**src/rtl/addr_sequencer.sv**
```systemverilog
// Read-address sequencer: load/start in IDLE, strided modulo-DEPTH bursts under valid/ready.
// Optional abort/aborted ports are enabled by defining ADDR_SEQ_ABORT_EN.
module addr_sequencer #(
  parameter int ADDR_W = 8,
  parameter int DEPTH  = 256,
  parameter int STEP_W = 4
) (
  input  logic              clk,
  input  logic              reset,
  input  logic              load,
  input  logic [ADDR_W-1:0] load_value,
  input  logic              start,
  input  logic [ADDR_W-1:0] burst_len,
  input  logic [STEP_W-1:0] step,
  input  logic              dir,
  input  logic              addr_ready,
`ifdef ADDR_SEQ_ABORT_EN
  input  logic              abort,
  output logic              aborted,
`endif
  output logic              addr_valid,
  output logic [ADDR_W-1:0] read_address,
  output logic              busy,
  output logic              done,
  output logic              wrapped
);

  localparam int AW1 = ADDR_W + 1;
  localparam logic [ADDR_W:0] DEPTH_L = AW1'(DEPTH);

  typedef enum logic [1:0] {IDLE, RUN, DONE} state_t;

  state_t            state;
  logic [ADDR_W-1:0] remaining;
  logic [STEP_W-1:0] step_r;
  logic              dir_r;

  logic [ADDR_W:0]   addr_x;
  logic [ADDR_W:0]   step_x;
  logic [ADDR_W:0]   inc_sum;
  logic [ADDR_W-1:0] next_addr;
  logic              next_wrap;
  logic              beat;
  logic              abort_req;

  // Wrap arithmetic is one bit wider than the address so DEPTH == 2^ADDR_W works.
  always_comb begin
    addr_x    = {1'b0, read_address};
    step_x    = AW1'(step_r);
    inc_sum   = addr_x + step_x;
    next_addr = ADDR_W'(inc_sum);
    next_wrap = 1'b0;
    if (!dir_r) begin
      if (inc_sum >= DEPTH_L) begin
        next_addr = ADDR_W'(inc_sum - DEPTH_L);
        next_wrap = 1'b1;
      end
    end else if (addr_x < step_x) begin
      next_addr = ADDR_W'(addr_x + DEPTH_L - step_x);
      next_wrap = 1'b1;
    end else begin
      next_addr = ADDR_W'(addr_x - step_x);
    end
  end

  always_comb begin
    beat      = (state == RUN) && addr_valid && addr_ready;
    abort_req = 1'b0;
`ifdef ADDR_SEQ_ABORT_EN
    abort_req = (state == RUN) && abort;
`endif
  end

  always_ff @(posedge clk or posedge reset) begin
    if (reset) begin
      state        <= IDLE;
      read_address <= '0;
      remaining    <= '0;
      step_r       <= '0;
      dir_r        <= 1'b0;
      addr_valid   <= 1'b0;
      busy         <= 1'b0;
      done         <= 1'b0;
      wrapped      <= 1'b0;
`ifdef ADDR_SEQ_ABORT_EN
      aborted      <= 1'b0;
`endif
    end else begin
      done    <= 1'b0;
      wrapped <= 1'b0;
`ifdef ADDR_SEQ_ABORT_EN
      aborted <= 1'b0;
`endif
      case (state)
        IDLE: begin
          if (load) read_address <= ADDR_W'({1'b0, load_value} % DEPTH_L);
          if (start) begin
            remaining <= burst_len;
            step_r    <= step;
            dir_r     <= dir;
            busy      <= 1'b1;
            if (burst_len != '0) begin
              state      <= RUN;
              addr_valid <= 1'b1;
            end else begin
              state <= DONE;
              done  <= 1'b1;
            end
          end
        end
        RUN: begin
          if (beat) begin
            read_address <= next_addr;
            wrapped      <= next_wrap;
            remaining    <= remaining - ADDR_W'(1);
          end
          if ((beat && remaining == ADDR_W'(1)) || abort_req) begin
            state      <= DONE;
            addr_valid <= 1'b0;
            done       <= 1'b1;
`ifdef ADDR_SEQ_ABORT_EN
            aborted    <= abort_req;
`endif
          end
        end
        DONE: begin
          state <= IDLE;
          busy  <= 1'b0;
        end
        default: state <= IDLE;
      endcase
    end
  end

endmodule

```
**config.mk**
```make
export PLATFORM = sky130hd
export DESIGN_NAME = addr_sequencer
export DESIGN_NICKNAME = d
export VERILOG_FILES = /design/src/rtl/addr_sequencer.sv
export SDC_FILE = /design/constraint.sdc
export NUM_CORES = 1
export LEC_CHECK = 0
export CAP_MARGIN = 5
export CELL_PAD_IN_SITES_DETAIL_PLACEMENT = 0
export CELL_PAD_IN_SITES_GLOBAL_PLACEMENT = 1
export CORE_UTILIZATION = 38
export DETAILED_ROUTE_END_ITERATION = 6
export PLACE_DENSITY_LB_ADDON = 0.05
export RECOVER_POWER = 25
export SLEW_MARGIN = 10
export SYNTH_ARGS = -nofsm -noshare
export SYNTH_HDL_FRONTEND = slang
export SYNTH_SLANG_ARGS = --single-unit
```
**constraint.sdc**
```tcl
create_clock -name clk -period 2.63 [get_ports clk]
set_input_delay 0.789 -clock clk [delete_from_list [all_inputs] [get_ports clk]]
set_output_delay 0.789 -clock clk [all_outputs]
set_load 0.005 [all_outputs]
```
# Word-level counts from Yosys, hierarchy flattened
# Index checks and enable logic that the tools add are counted.
dict set report op_classes {
  n_mux 28
  reduce_logical 13
  order_cmp 2
  addsub 6
  eq_ne 8
}
# operator count
set ops {}
lappend ops {{two-way mux 8 bit} 7}
lappend ops {{one-hot mux 8 bit (2 select lines)} 2}
lappend ops {{subtractor 8 x 1 -> 8 bit (second input constant)} 2}
lappend ops {{subtractor 8 x 4 -> 8 bit} 2}
lappend ops {{two-way mux 1 bit} 12}
lappend ops {{adder 8 x 4 -> 9 bit} 1}
lappend ops {{greater-or-equal comparator 9 bit (second input constant)} 1}
lappend ops {{adder 8 x 1 -> 8 bit (second input constant)} 1}
lappend ops {{equality test 8 x 1 -> 1 bit (second input constant)} 1}
lappend ops {{< comparator 8 x 4 -> 1 bit} 1}
lappend ops {{inequality test 2 bit (second input constant)} 4}
lappend ops {{nonzero test 8 bit} 1}
lappend ops {{two-way mux 2 bit} 3}
lappend ops {{one-hot mux 1 bit (2 select lines)} 3}
lappend ops {{AND reduction 2 bit} 3}
lappend ops {{AND reduction 3 bit} 2}
lappend ops {{one-hot mux 2 bit (2 select lines)} 1}
lappend ops {{AND reduction 4 bit} 1}
lappend ops {{nonzero test 2 bit} 2}
lappend ops {{logical AND 1 bit} 3}
lappend ops {{equality test 2 x 1 -> 1 bit (second input constant)} 1}
lappend ops {{equality test 2 bit (second input constant)} 1}
lappend ops {{logical NOT 2 bit} 1}
lappend ops {{inequality test 2 x 1 -> 1 bit (second input constant)} 1}
dict set report totals {
  register_bits 27
  in_bits 26
}

# Longest topological paths before layout
dict set report depth {
  depth_word 6
  depth_mapped 8
  mapped_depth_nobuf 8
}

# Worst setup path before layout
# OpenSTA, ideal clock, no wires.
dict set report synth_timing {
  path_type {register to register}
  startpoint {register read_address[0]}
  endpoint {register read_address[4]}
  period_less_slack_ns 1.837
  arrival_ns 1.713
  setup_slack_ns 0.793
  setup_time_ns 0.124
  path_stages_with_launch 8
  path_cell_list {dfrtp_1 ha_1 fa_1 nand2b_1 a21oi_1 o21bai_1 o21ai_0 a211o_1}
}
dict set report synth_between {
  elab_chain_len 6
}
# item line_no
set synth_lines {}
lappend synth_lines {{start: declaration} 22} ;# output logic [ADDR_W-1:0] read_address,
lappend synth_lines {{start signal: assignment} 96} ;# if (load) read_address <= ADDR_W'({1'b0, load_value} % DEPTH_L);
lappend synth_lines {{start signal: assignment} 113} ;# read_address <= next_addr;
lappend synth_lines {{adder 8 x 4 -> 9 bit or adder 8 x 1 -> 8 bit (tied branches)} {50, 59}}
lappend synth_lines {{subtractor 8 x 1 -> 8 bit, or another cell as far along} 55} ;# next_addr = ADDR_W'(inc_sum - DEPTH_L);
lappend synth_lines {{two-way mux 8 bit (on tied branches)} {54, 58}}
lappend synth_lines {{two-way mux 8 bit *} 53} ;# if (!dir_r) begin
lappend synth_lines {{two-way mux 8 bit *} 112} ;# if (beat) begin
lappend synth_lines {{one-hot mux 8 bit (2 select lines) *} 94} ;# case (state)
# Mark *: on every way between the ends. The rest lies on a longest branch, timed or not. The select of a mux whose other input is x is not followed.
# A chain may end at the register's enable or synchronous reset.

# Worst setup path in the final report
dict set report layout_timing {
  startpoint {register read_address[4]}
  endpoint {output read_address[4]}
}
# No word-level cell between the ends.

==> impl_metrics.yaml <==
outcome:
  status: "complete, no violations"
yosys:
  async_flop_share_pct: 100
  synth_ff_type: "dfrtp_1"
  syn_area_um2: 1900
  yosysSeqAreaShare_pct: 35.5
  synth_warnings: 0
  syn_area_per_cell_um2: 8.48
  netlist-cell-type-count: 49
  synth_nets: 263
  syn_inst: 224
  ys_seq_elements: 27
  synth_edf_count: 0
place:
  place_congestion: 0.805
  portBuffers: 37
  post-dp-hpwl_mm: 3.14
  placed_area_um2: 2300
timing:
  min_period_ps: 2150
  setup_viol: 0
  hold_violations: 0
  grt_setup_unrepaired: "no"
  post-route-period-util_pct: 81.6
  slew_viol_final: 0
  tns_ps: 0
  skew_ps: 1.51
  worst_pin_slew_ps: 729
  fmax_mhz: 466
  holdWs_ps: 516
  maxSlewHeadroom_pct: 51.4
finish:
  layout_commonest_cell: "clkdlybuf4s50_1"
  utilization_pct: 49.4
  final_nets: 299
  syn2layout_area_growth_pct: 23.5
  final_cell_mix: "clkdlybuf4s50_1, dfrtp_1, nand2_1, a21oi_1, nor2_1"
  antenna_cells: 0
  drive_gt1_share_pct: 6.18
  nFillCells: 483
  stdcell_area_um2: 2350
power:
  ir_worst_vdd_uv: 641
  p_total_mw: 2.73
  leakage_nw: 0.983
  powerDensity_nw_per_um2: 1160
worst_setup_path:
  crit_arrival_ps: 1360
  critPathKind: "reg2out"
  slowest_stage: "clkdlybuf4s50_1"
  worst-path-stages: 1
  cpLargestDelayFamily: "buffers and inverters"
  reg2reg_slack_ps: 590
  critPathLaunchType: "flip-flop"
  cp.required_ps: 1840
  cp_slowest_stage_delay_ps: 560
  worstPathMaxFanout: 10
  crit_chain: "clkdlybuf4s50_1"
  cp-end-kind: "output port"
  rr_worst_depth: 7
  crit_buf_inv: 1
clock_tree:
  cts_setup_buffers: 0
  clkTransAtPathRegs_ps: 100
  cts_tree: "yes"
  cts_max_level: 1
  clock_sinks: 27
  cts_resized: 0
  numCtsBuffers: 3
  cts_buffer_depth: 2
  clkLatencyLatePin_ps: 280
  clockRootBuffer: "clkbuf_8"
  hold_buffers: 0
routing:
  via_count: 1679
  post_drt_wl_per_cell_um: 13.0
  ant_nets: 0
  firstDrtPassIters: 4
  drt-total-wl_mm: 4.24
  via_per_inst: 5.15
  first_iter_violations: 59
  drc: 0
floorplan:
  design.core.area_um2: 4750
  fp-row-count: 25
  die-area_um2: 5290
  ios: 38
  die_h_um: 72.7
  start_util_pct: 40.0
  die_w_um: 72.7
global_route:
  grt_start_max_net_pins: 28
  grt_first_pass_wirelength_mm: 7.42
  grt_usage_pct: 18.2
  grt_pass1_vias: 1615
  overflow: 0
  antenna_found_initial: 0
worst_hold_path:
  hold_class: "reg2reg"
  hold_depth: 2
job:
  drv_cap: 0
==> flip-flops by register name, indices dropped and copies added, names as in the netlist <==
register      flops
addr_valid        1
busy              1
dir_r             1
step_r            4
wrapped           1
read_address      8
remaining         8
state             2
done              1
==> report_power, final <==
group          total, mW  internal [mW]  switching [mW]
logic               1.61          0.753           0.854
clock network      0.254          0.107           0.147
registers          0.869          0.610           0.259
total               2.73           1.47            1.26
==> metrics by stage <==
| stage | std cells | setup WS [ps] |
|---|---|---|
| after floorplan | 224 | 793 |
| after global placement | 322 | 203 |
| after detailed placement | 322 | 172 |
| after CTS | 326 | 475 |
| after global routing | 326 | 337 |
| final | 326 | 484 |
==> synth_stat cells (2+ instances only) <==
master | number | area (um2)
a2111oi_0 | 2 | 17.5
a211o_1 | 2 | 17.5
a211oi_1 | 3 | 22.5
a21o_1 | 3 | 22.5
a21oi_1 | 23 | 115
buf_6 | 3 | 33.8
clkbuf_1 | 4 | 15.0
clkbuf_8 | 2 | 27.5
dfrtp_1 | 27 | 676
fa_1 | 2 | 40.0
ha_1 | 11 | 138
inv_1 | 13 | 48.8
inv_2 | 3 | 11.3
mux2_1 | 2 | 22.5
mux2i_1 | 2 | 20.0
nand2_1 | 23 | 86.3
nand2b_1 | 6 | 37.5
nand3_1 | 9 | 45.0
nor2_1 | 18 | 67.6
nor2b_1 | 2 | 12.5
nor3_1 | 11 | 55.1
o2111a_1 | 2 | 22.5
o211ai_1 | 2 | 15.0
o21ai_0 | 12 | 60.1
o21ai_1 | 9 | 45.0
o22ai_1 | 2 | 12.5
or3_1 | 2 | 12.5
or4_1 | 3 | 22.5
==> worst reg2reg max path, delay by kind of cell (launching register included) <==
| family | cells | cell delay, ps |
|---|---|---|
| adders and majority gates | 2 | 610 |
| and+or+nand+nor | 1 | 90 |
| AOI/OAI and AO/OA | 4 | 810 |
| DFF | 1 | 430 |
==> per-layer routing <==
| layer | global-route usage [%] | share of wire (%) |
|---|---|---|
| met5 | 0 | 0 |
| met2 | 31.9 | 49 |
| met3 | 3.31 | 2.5 |
| met1 | 23.5 | 48 |
| met4 | 3.92 | 0.80 |
==> cell families (layout without fill, tap and decap cells) <==
group | Yosys count | in the layout | synth area share [%]
AOI/OAI and AO/OA | 70 | 70 | 23.0
buffers and inverters | 27 | 62 | 7.83
and+or+nand+nor | 82 | 82 | 21.6
DFF | 27 | 27 | 35.5
adders and majority gates | 13 | 13 | 9.35
xor gates and xnor gates | 1 | 1 | 0.461
muxes | 4 | 4 | 2.24
==> layout make-up <==
class	count	area [um2]	area share, %
Multi-Input combinational cell	170	1080	45.8
Sequential cell	27	676	28.8
Timing Repair Buffer	42	405	17.3
Tap cell	67	83.8	3.57
Inverter	16	60.1	2.56
Clock buffer	3	41.3	1.76
Clock inverter	1	5.00	0.213
==> final timing paths <==
path	startpoint	end
max in group asynchronous	reset	read_address[4]
min reg2reg	remaining[7]	remaining[7]
max reg2reg	step_r[0]	read_address[6]
min	remaining[7]	remaining[7]
min in group asynchronous	reset	step_r[0]
max	read_address[4]	read_address[4]
No activity file was read; power rests on OpenSTA's default activity.
